File: src/rtl/checksum_stream_if.sv
// Stream bundle for checksum_stream: packet beats in, checksum/byte-count result out.
// Optional out_ok is carried only when CKSUM_VERIFY_EN is defined.
interface checksum_stream_if #(
  parameter int LEN_W = 16
);
  logic [31:0]      in_data;
  logic [3:0]       in_keep;
  logic             in_valid;
  logic             in_last;
  logic             in_ready;
  logic [15:0]      out_checksum;
  logic [LEN_W-1:0] out_bytes;
  logic             out_valid;
  logic             out_ready;
`ifdef CKSUM_VERIFY_EN
  logic             out_ok;
`endif

  // Handshakes: a transfer happens on a rising edge where valid && ready;
  // the producer holds its payload stable while valid is high and ready low.
  modport master (
    output in_data, in_keep, in_valid, in_last, out_ready,
    input  in_ready, out_checksum, out_bytes, out_valid
`ifdef CKSUM_VERIFY_EN
    , input out_ok
`endif
  );

  modport slave (
    input  in_data, in_keep, in_valid, in_last, out_ready,
    output in_ready, out_checksum, out_bytes, out_valid
`ifdef CKSUM_VERIFY_EN
    , output out_ok
`endif
  );
endinterface

File: src/rtl/checksum_stream.sv
// Streaming 16-bit ones'-complement checksum and saturating byte count per packet.
// CKSUM_VERIFY_EN adds out_ok (final sum == 0xFFFF, i.e. an embedded checksum verifies).
module checksum_stream #(
  parameter int LEN_W = 16
) (
  input  logic             clk,
  input  logic             rst_n,
  checksum_stream_if.slave s,
  output logic [1:0]       state_o
);
  typedef enum logic [1:0] {IDLE = 2'd0, ACCUM = 2'd1, DONE = 2'd2} state_t;

  state_t           state_q, state_d;
  logic             rdy_q;
  logic [15:0]      acc_q, acc_d;
  logic [LEN_W-1:0] cnt_q, cnt_d;
  logic [15:0]      cs_q, cs_d;
  logic [LEN_W-1:0] bytes_q, bytes_d;
  logic             valid_q, valid_d;
`ifdef CKSUM_VERIFY_EN
  logic             ok_q, ok_d;
`endif

  logic             accept;
  logic [31:0]      m;
  logic [17:0]      sum_s;
  logic [16:0]      sum_t;
  logic [15:0]      acc_new;
  logic [2:0]       pop;
  logic [LEN_W:0]   cnt_sum;
  logic [LEN_W-1:0] cnt_new;

  // rdy_q keeps in_ready low during reset and lifts it on the first edge after release.
  assign s.in_ready = rdy_q && (state_q != DONE);
  assign accept     = s.in_valid && s.in_ready;

  assign m = {s.in_data[31:24] & {8{s.in_keep[3]}},
              s.in_data[23:16] & {8{s.in_keep[2]}},
              s.in_data[15:8]  & {8{s.in_keep[1]}},
              s.in_data[7:0]   & {8{s.in_keep[0]}}};

  assign sum_s   = {2'b00, acc_q} + {2'b00, m[31:16]} + {2'b00, m[15:0]};
  assign sum_t   = {1'b0, sum_s[15:0]} + {15'd0, sum_s[17:16]};
  assign acc_new = sum_t[15:0] + {15'd0, sum_t[16]};

  assign pop     = {2'b00, s.in_keep[0]} + {2'b00, s.in_keep[1]}
                 + {2'b00, s.in_keep[2]} + {2'b00, s.in_keep[3]};
  assign cnt_sum = {1'b0, cnt_q} + (LEN_W+1)'(pop);
  assign cnt_new = cnt_sum[LEN_W] ? {LEN_W{1'b1}} : cnt_sum[LEN_W-1:0];

  always_comb begin
    state_d = state_q;
    acc_d   = acc_q;
    cnt_d   = cnt_q;
    cs_d    = cs_q;
    bytes_d = bytes_q;
    valid_d = valid_q;
`ifdef CKSUM_VERIFY_EN
    ok_d    = ok_q;
`endif
    case (state_q)
      IDLE, ACCUM: begin
        if (accept) begin
          acc_d = acc_new;
          cnt_d = cnt_new;
          if (s.in_last) begin
            state_d = DONE;
            valid_d = 1'b1;
            cs_d    = ~acc_new;
            bytes_d = cnt_new;
`ifdef CKSUM_VERIFY_EN
            ok_d    = (acc_new == 16'hFFFF);
`endif
          end else begin
            state_d = ACCUM;
          end
        end
      end
      DONE: begin
        if (s.out_ready) begin
          state_d = IDLE;
          valid_d = 1'b0;
          acc_d   = 16'h0000;
          cnt_d   = '0;
`ifdef CKSUM_VERIFY_EN
          ok_d    = 1'b0;
`endif
        end
      end
      default: state_d = IDLE;
    endcase
  end

  always_ff @(posedge clk or negedge rst_n) begin
    if (!rst_n) begin
      state_q <= IDLE;
      rdy_q   <= 1'b0;
      acc_q   <= 16'h0000;
      cnt_q   <= '0;
      cs_q    <= 16'h0000;
      bytes_q <= '0;
      valid_q <= 1'b0;
`ifdef CKSUM_VERIFY_EN
      ok_q    <= 1'b0;
`endif
    end else begin
      state_q <= state_d;
      rdy_q   <= 1'b1;
      acc_q   <= acc_d;
      cnt_q   <= cnt_d;
      cs_q    <= cs_d;
      bytes_q <= bytes_d;
      valid_q <= valid_d;
`ifdef CKSUM_VERIFY_EN
      ok_q    <= ok_d;
`endif
    end
  end

  assign s.out_checksum = cs_q;
  assign s.out_bytes    = bytes_q;
  assign s.out_valid    = valid_q;
`ifdef CKSUM_VERIFY_EN
  assign s.out_ok       = ok_q;
`endif
  assign state_o        = state_q;
endmodule

File: src/flat_wrapper.sv
// flat-port wrapper written by rule: the top's interface ports become plain ports
module checksum_stream_flat 
#(
  parameter int LEN_W = 16
)
  (clk, rst_n, state_o, s_in_data, s_in_keep, s_in_valid, s_in_last, s_out_ready, s_in_ready, s_out_checksum, s_out_bytes, s_out_valid);
  checksum_stream_if #(.LEN_W(LEN_W)) s_i ();
  input  logic clk;
  input  logic rst_n;
  output logic [1:0] state_o;
  input wire logic [$bits(s_i.in_data)-1:0] s_in_data;
  input wire logic [$bits(s_i.in_keep)-1:0] s_in_keep;
  input wire logic [$bits(s_i.in_valid)-1:0] s_in_valid;
  input wire logic [$bits(s_i.in_last)-1:0] s_in_last;
  input wire logic [$bits(s_i.out_ready)-1:0] s_out_ready;
  output wire logic [$bits(s_i.in_ready)-1:0] s_in_ready;
  output wire logic [$bits(s_i.out_checksum)-1:0] s_out_checksum;
  output wire logic [$bits(s_i.out_bytes)-1:0] s_out_bytes;
  output wire logic [$bits(s_i.out_valid)-1:0] s_out_valid;
  assign s_i.in_data = s_in_data;
  assign s_i.in_keep = s_in_keep;
  assign s_i.in_valid = s_in_valid;
  assign s_i.in_last = s_in_last;
  assign s_i.out_ready = s_out_ready;
  assign s_in_ready = s_i.in_ready;
  assign s_out_checksum = s_i.out_checksum;
  assign s_out_bytes = s_i.out_bytes;
  assign s_out_valid = s_i.out_valid;
  checksum_stream #(.LEN_W(LEN_W)) u_core (.clk(clk), .rst_n(rst_n), .s(s_i), .state_o(state_o));
endmodule
File: config.mk
export PLATFORM = sky130hd
export DESIGN_NAME = checksum_stream_flat
export DESIGN_NICKNAME = d
export VERILOG_FILES = /design/src/rtl/checksum_stream_if.sv /design/src/rtl/checksum_stream.sv /design/src/flat_wrapper.sv
export SDC_FILE = /design/constraint.sdc
export NUM_CORES = 1
export LEC_CHECK = 0
export ABC_AREA = 1
export BUFFER_PORTS_ARGS = -buffer_cell sky130_fd_sc_hd__clkbuf_2
export CORE_ASPECT_RATIO = 0.7
export CORE_MARGIN = 4
export CORE_UTILIZATION = 50
export CTS_BUF_LIST = sky130_fd_sc_hd__clkbuf_8
export CTS_CLUSTER_DIAMETER = 120
export CTS_CLUSTER_SIZE = 40
export DETAILED_ROUTE_END_ITERATION = 8
export MAX_ROUTING_LAYER = met4
export PLACE_DENSITY = 0.82
export SYNTH_ARGS = -nofsm -noshare
export SYNTH_HDL_FRONTEND = slang
export SYNTH_SLANG_ARGS = --single-unit
File: constraint.sdc
create_clock -name clk -period 5.7 [get_ports clk]
set_input_delay 0.855 -clock clk [delete_from_list [all_inputs] [get_ports clk]]
set_output_delay 0.855 -clock clk [all_outputs]
set_load 0.05 [all_outputs]
==> results by group <==
Final layout
  – Most common cell after layout, fill and taps aside: nand2_1
  – # diodes: 0
  – Commonest non-fill, non-tap cells in the layout: 242 x nand2_1, 164 x buf_4, 123 x inv_1
  – # fillers: 803
  – Final nets: 1174
  – Layout cells sized above 1: 35.8%
  – Flip-flop and latch area: 1700 um^2
  – Area Growth Syn to Fin: 42.2%
  – Multi-input logic area: 3960 um^2
  – Final non-filler cell total: 1245

STA
  – Clk_skew: 0.0126 ns
  – Peak Freq: 146 MHz
  – Tcrit/Tclk final: 121%
  – Slew Limit Fails: 0
  – Minimum clock period: 6.87 ns
  – Post-route setup slack: -1.17 ns
  – Final setup violation count: 31
  – Worst-Margin Slew: 1.24 ns
  – TNS Setup: -24.28 ns
  – Hold WS: 0.484 ns
  – Max transition margin: 17.6%
  – Final Hold Fails: 0
  – RSZ-0062 raised after global routing: true

Placed design
  – Gp weighted congestion: 0.962
  – Port Buf Inserts: 76
  – Placed cells: 1183
  – Pre-CTS WS: -1.50 ns
  – Post-DP HPWL: 12900 um

Hold path
  – Hold Path Sink: u_core.s.out_checksum[15]$_DFFE_PN0P_
  – Hold Crit Class: reg2reg
  – Min-delay src: u_core.s.out_checksum[15]$_DFFE_PN0P_
  – Hold path cells: 2

Clock network
  – Clock latency on the worst-skew pair: 0.36 ns
  – CTS Hold Bufs: 0
  – CTS H-tree depth: 3
  – TritonCTS buffer count: 9
  – Clock Sink Count: 68
  – Clock Pin Slew Worst Setup and Hold Paths: 0.07 ns
  – Root buf cell: clkbuf_8
  – CTS tree: built
  – Clock Path Buffers: 2

Synth
  – Synth Warn #: 0
  – Unique cell type count in the Yosys netlist: 45
  – Async S/R FF share, synth: 100%
  – Post-synth EDFFs: 0
  – Synth Instances: 852
  – Synth Area per Inst: 6.81 um^2
  – Syn Nets: 939
  – Most common flop cell mapped by yosys: dfrtp_1
  – Sequential fraction of the synthesis area: 29.3%
  – Synth Cell Area: 5800 um^2
  – Seq cells post-synth: 68

Setup path
  – Reg2reg end: u_core.acc_q[9]$_DFFE_PN0P_
  – Worst Path Required: 5.94 ns
  – Worst reg-to-reg setup slack: -0.88 ns
  – Most used cell, CP: nand2_2
  – CP endpoint kind: flip-flop
  – WP data arrival: 7.11 ns
  – Worst-path maximum fanout: 6
  – Worst setup SP type: input port
  – Critical R2R Launch: u_core.acc_q[2]$_DFFE_PN0P_
  – Max incr delay on CP: 0.35 ns
  – R2R cell count: 43
  – Worst Setup Path Type: in2reg
  – Critical-path top delay cell: ha_1

Pwr
  – Seq pwr share: 14.6%
  – Clk pwr share: 9.8%
  – Final Power: 5.09 mW
  – Net Sw Frac: 51.0%
  – Switch Pwr: 2.60 mW
  – P_int: 2.50 mW
  – LEAKAGE: 4.58 nW
  – Comb power frac: 75.6%
  – PD cells: 617 nW/um^2
  – VDD IR max: 0.458 mV

Floorplan
  – Die ar.: 13400 um^2
  – Starting Density: 52.0%
  – Core Area: 11200 um^2
  – Num ports: 77
  – Die width: 137 um
  – Die Y: 98.1 um
  – Row cnt: 32

Route
  – Drt pass-1 iters: 6
  – DRC violations left: 0
  – Routed Antenna Nets: 0
  – Drt total wl: 19400 um
  – WL per Instance: 15.6 um
  – Vias/cell: 5.38
  – Initial drt markers: 624
  – Routed vias: 6699

GRT
  – Largest net degree at the start of global routing: 69
  – Global-route wire length before repair: 29600 um
  – Vias in the first global route: 6345
  – Total global-route track usage: 28.1%
  – Initial antenna violation count: 0
  – Remaining global-route overflow: 0

Outcome
  – Status: finished with violations
  – Failing checks: negative setup slack

Run
  – # Max-Cap Violations: 0
-- cells in the mapped netlist (4+ instances only) --
cell | count | area [um^2]
xnor2_1 | 9 | 78.8
dfrtp_1 | 68 | 1700
nand2_2 | 23 | 144
nor2_2 | 10 | 62.6
xor2_1 | 19 | 166
ha_1 | 41 | 513
nor3_1 | 6 | 30.0
a31oi_1 | 4 | 25.0
nand3_1 | 50 | 250
inv_2 | 7 | 26.3
o21ai_0 | 43 | 215
fa_1 | 5 | 100
o22ai_1 | 8 | 50.1
a21oi_1 | 37 | 185
nor2_1 | 54 | 203
nand3_2 | 6 | 60.1
nand2_1 | 261 | 980
o21ai_1 | 8 | 40.0
nor2_4 | 6 | 67.6
nand4_1 | 10 | 62.6
inv_1 | 128 | 480
clkbuf_1 | 13 | 48.8
-- layout make-up --
class | instances | area share (%)
clock buffer | 11 | 1.83
clock inverter | 5 | 1.20
inverter | 136 | 6.25
multi-input combinational | 632 | 48.0
sequential | 68 | 20.6
tap | 153 | 2.32
timing repair buffer | 240 | 19.8
-- power by group through the flow --
stage / Combinational [mW] / Clock (mW) / Sequential, mW
floorplan: 1.74 / 0 / 0.985
finish: 3.85 / 0.498 / 0.745
global placement: 3.11 / 0 / 0.741
CTS: 3.45 / 0.500 / 0.739
detailed placement: 3.18 / 0 / 0.742
global route: 4.14 / 0.521 / 0.760
-- stage by stage --
step	util, %	area, um^2
6_report	73.9	8250
3_5_place_dp	65.1	7280
4_1_cts	71.4	7980
5_1_grt	73.9	8250
3_3_place_gp	65.1	7280
2_1_floorplan	-	5920
-- layer usage --
| metal | up-vias | global-route usage [%] | wire [um] |
|---|---|---|---|
| met5 | - | - | 0 |
| met1 | 3089 | 37.6 | 8280 |
| li1 | 3166 | - | - |
| met2 | 368 | 43.7 | 8720 |
| met4 | 0 | 6.75 | 688 |
| met3 | 76 | 6.18 | 1740 |
-- worst max-delay path: cells and delay by family --
| kind | cells | cell delay (ns) |
|---|---|---|
| simple gates | 22 | 2.29 |
| fa+ha+maj | 5 | 1.38 |
| xor+xnor | 2 | 0.35 |
| compound gates | 7 | 1.28 |
| buf+inv | 8 | 0.94 |
-- registers in the layout, indices dropped and copies added, names as in the netlist --
| register | cells |
|---|---|
| u_core.state_o | 2 |
| u_core.s.out_checksum | 16 |
| u_core.rdy_q | 1 |
| u_core.s.out_bytes | 16 |
| u_core.s.out_valid | 1 |
| u_core.acc_q | 16 |
| u_core.cnt_q | 16 |
-- what timing repair did --
action	4_1_cts	5_1_grt
endpoints found under the setup margin	32	32
resized for setup	36	47
gates cloned	0	0
pin swaps	52	35
buffers inserted	36	12
endpoints found under the hold margin	0	0
-- worst max path at each step --
| stage | from | slack [ns] | cells after the start | endpoint |
|---|---|---|---|---|
| 2_1_floorplan | s_in_keep[2] | -0.88 | 51 | u_core.s.out_checksum[14]$_DFFE_PN0P_ |
| 5_1_grt | s_in_keep[2] | -1.55 | 48 | u_core.acc_q[15]$_DFFE_PN0P_ |
| 4_1_cts | s_in_keep[2] | -0.74 | 50 | u_core.s.out_checksum[14]$_DFFE_PN0P_ |
| 6_report | s_in_keep[2] | -1.17 | 44 | u_core.acc_q[9]$_DFFE_PN0P_ |
| 3_3_place_gp | s_in_keep[2] | -1.20 | 51 | u_core.s.out_checksum[14]$_DFFE_PN0P_ |
| 3_5_place_dp | s_in_keep[2] | -1.50 | 50 | u_core.s.out_checksum[14]$_DFFE_PN0P_ |
-- cells by family (layout without fill, tap and decap cells) --
family / after synthesis / after routing / synth area share [%]
adder cells (fa/ha/maj): 46 / 46 / 10.6
other: 1 / 1 / 0.0646
AND/OR/NAND/NOR: 440 / 440 / 34.1
flip-flops: 68 / 68 / 29.3
buffers and inverters: 152 / 392 / 10.2
AO/OA/AOI/OAI: 115 / 115 / 11.0
XOR/XNOR: 30 / 30 / 4.79
No activity file was read; power rests on OpenSTA's default activity.
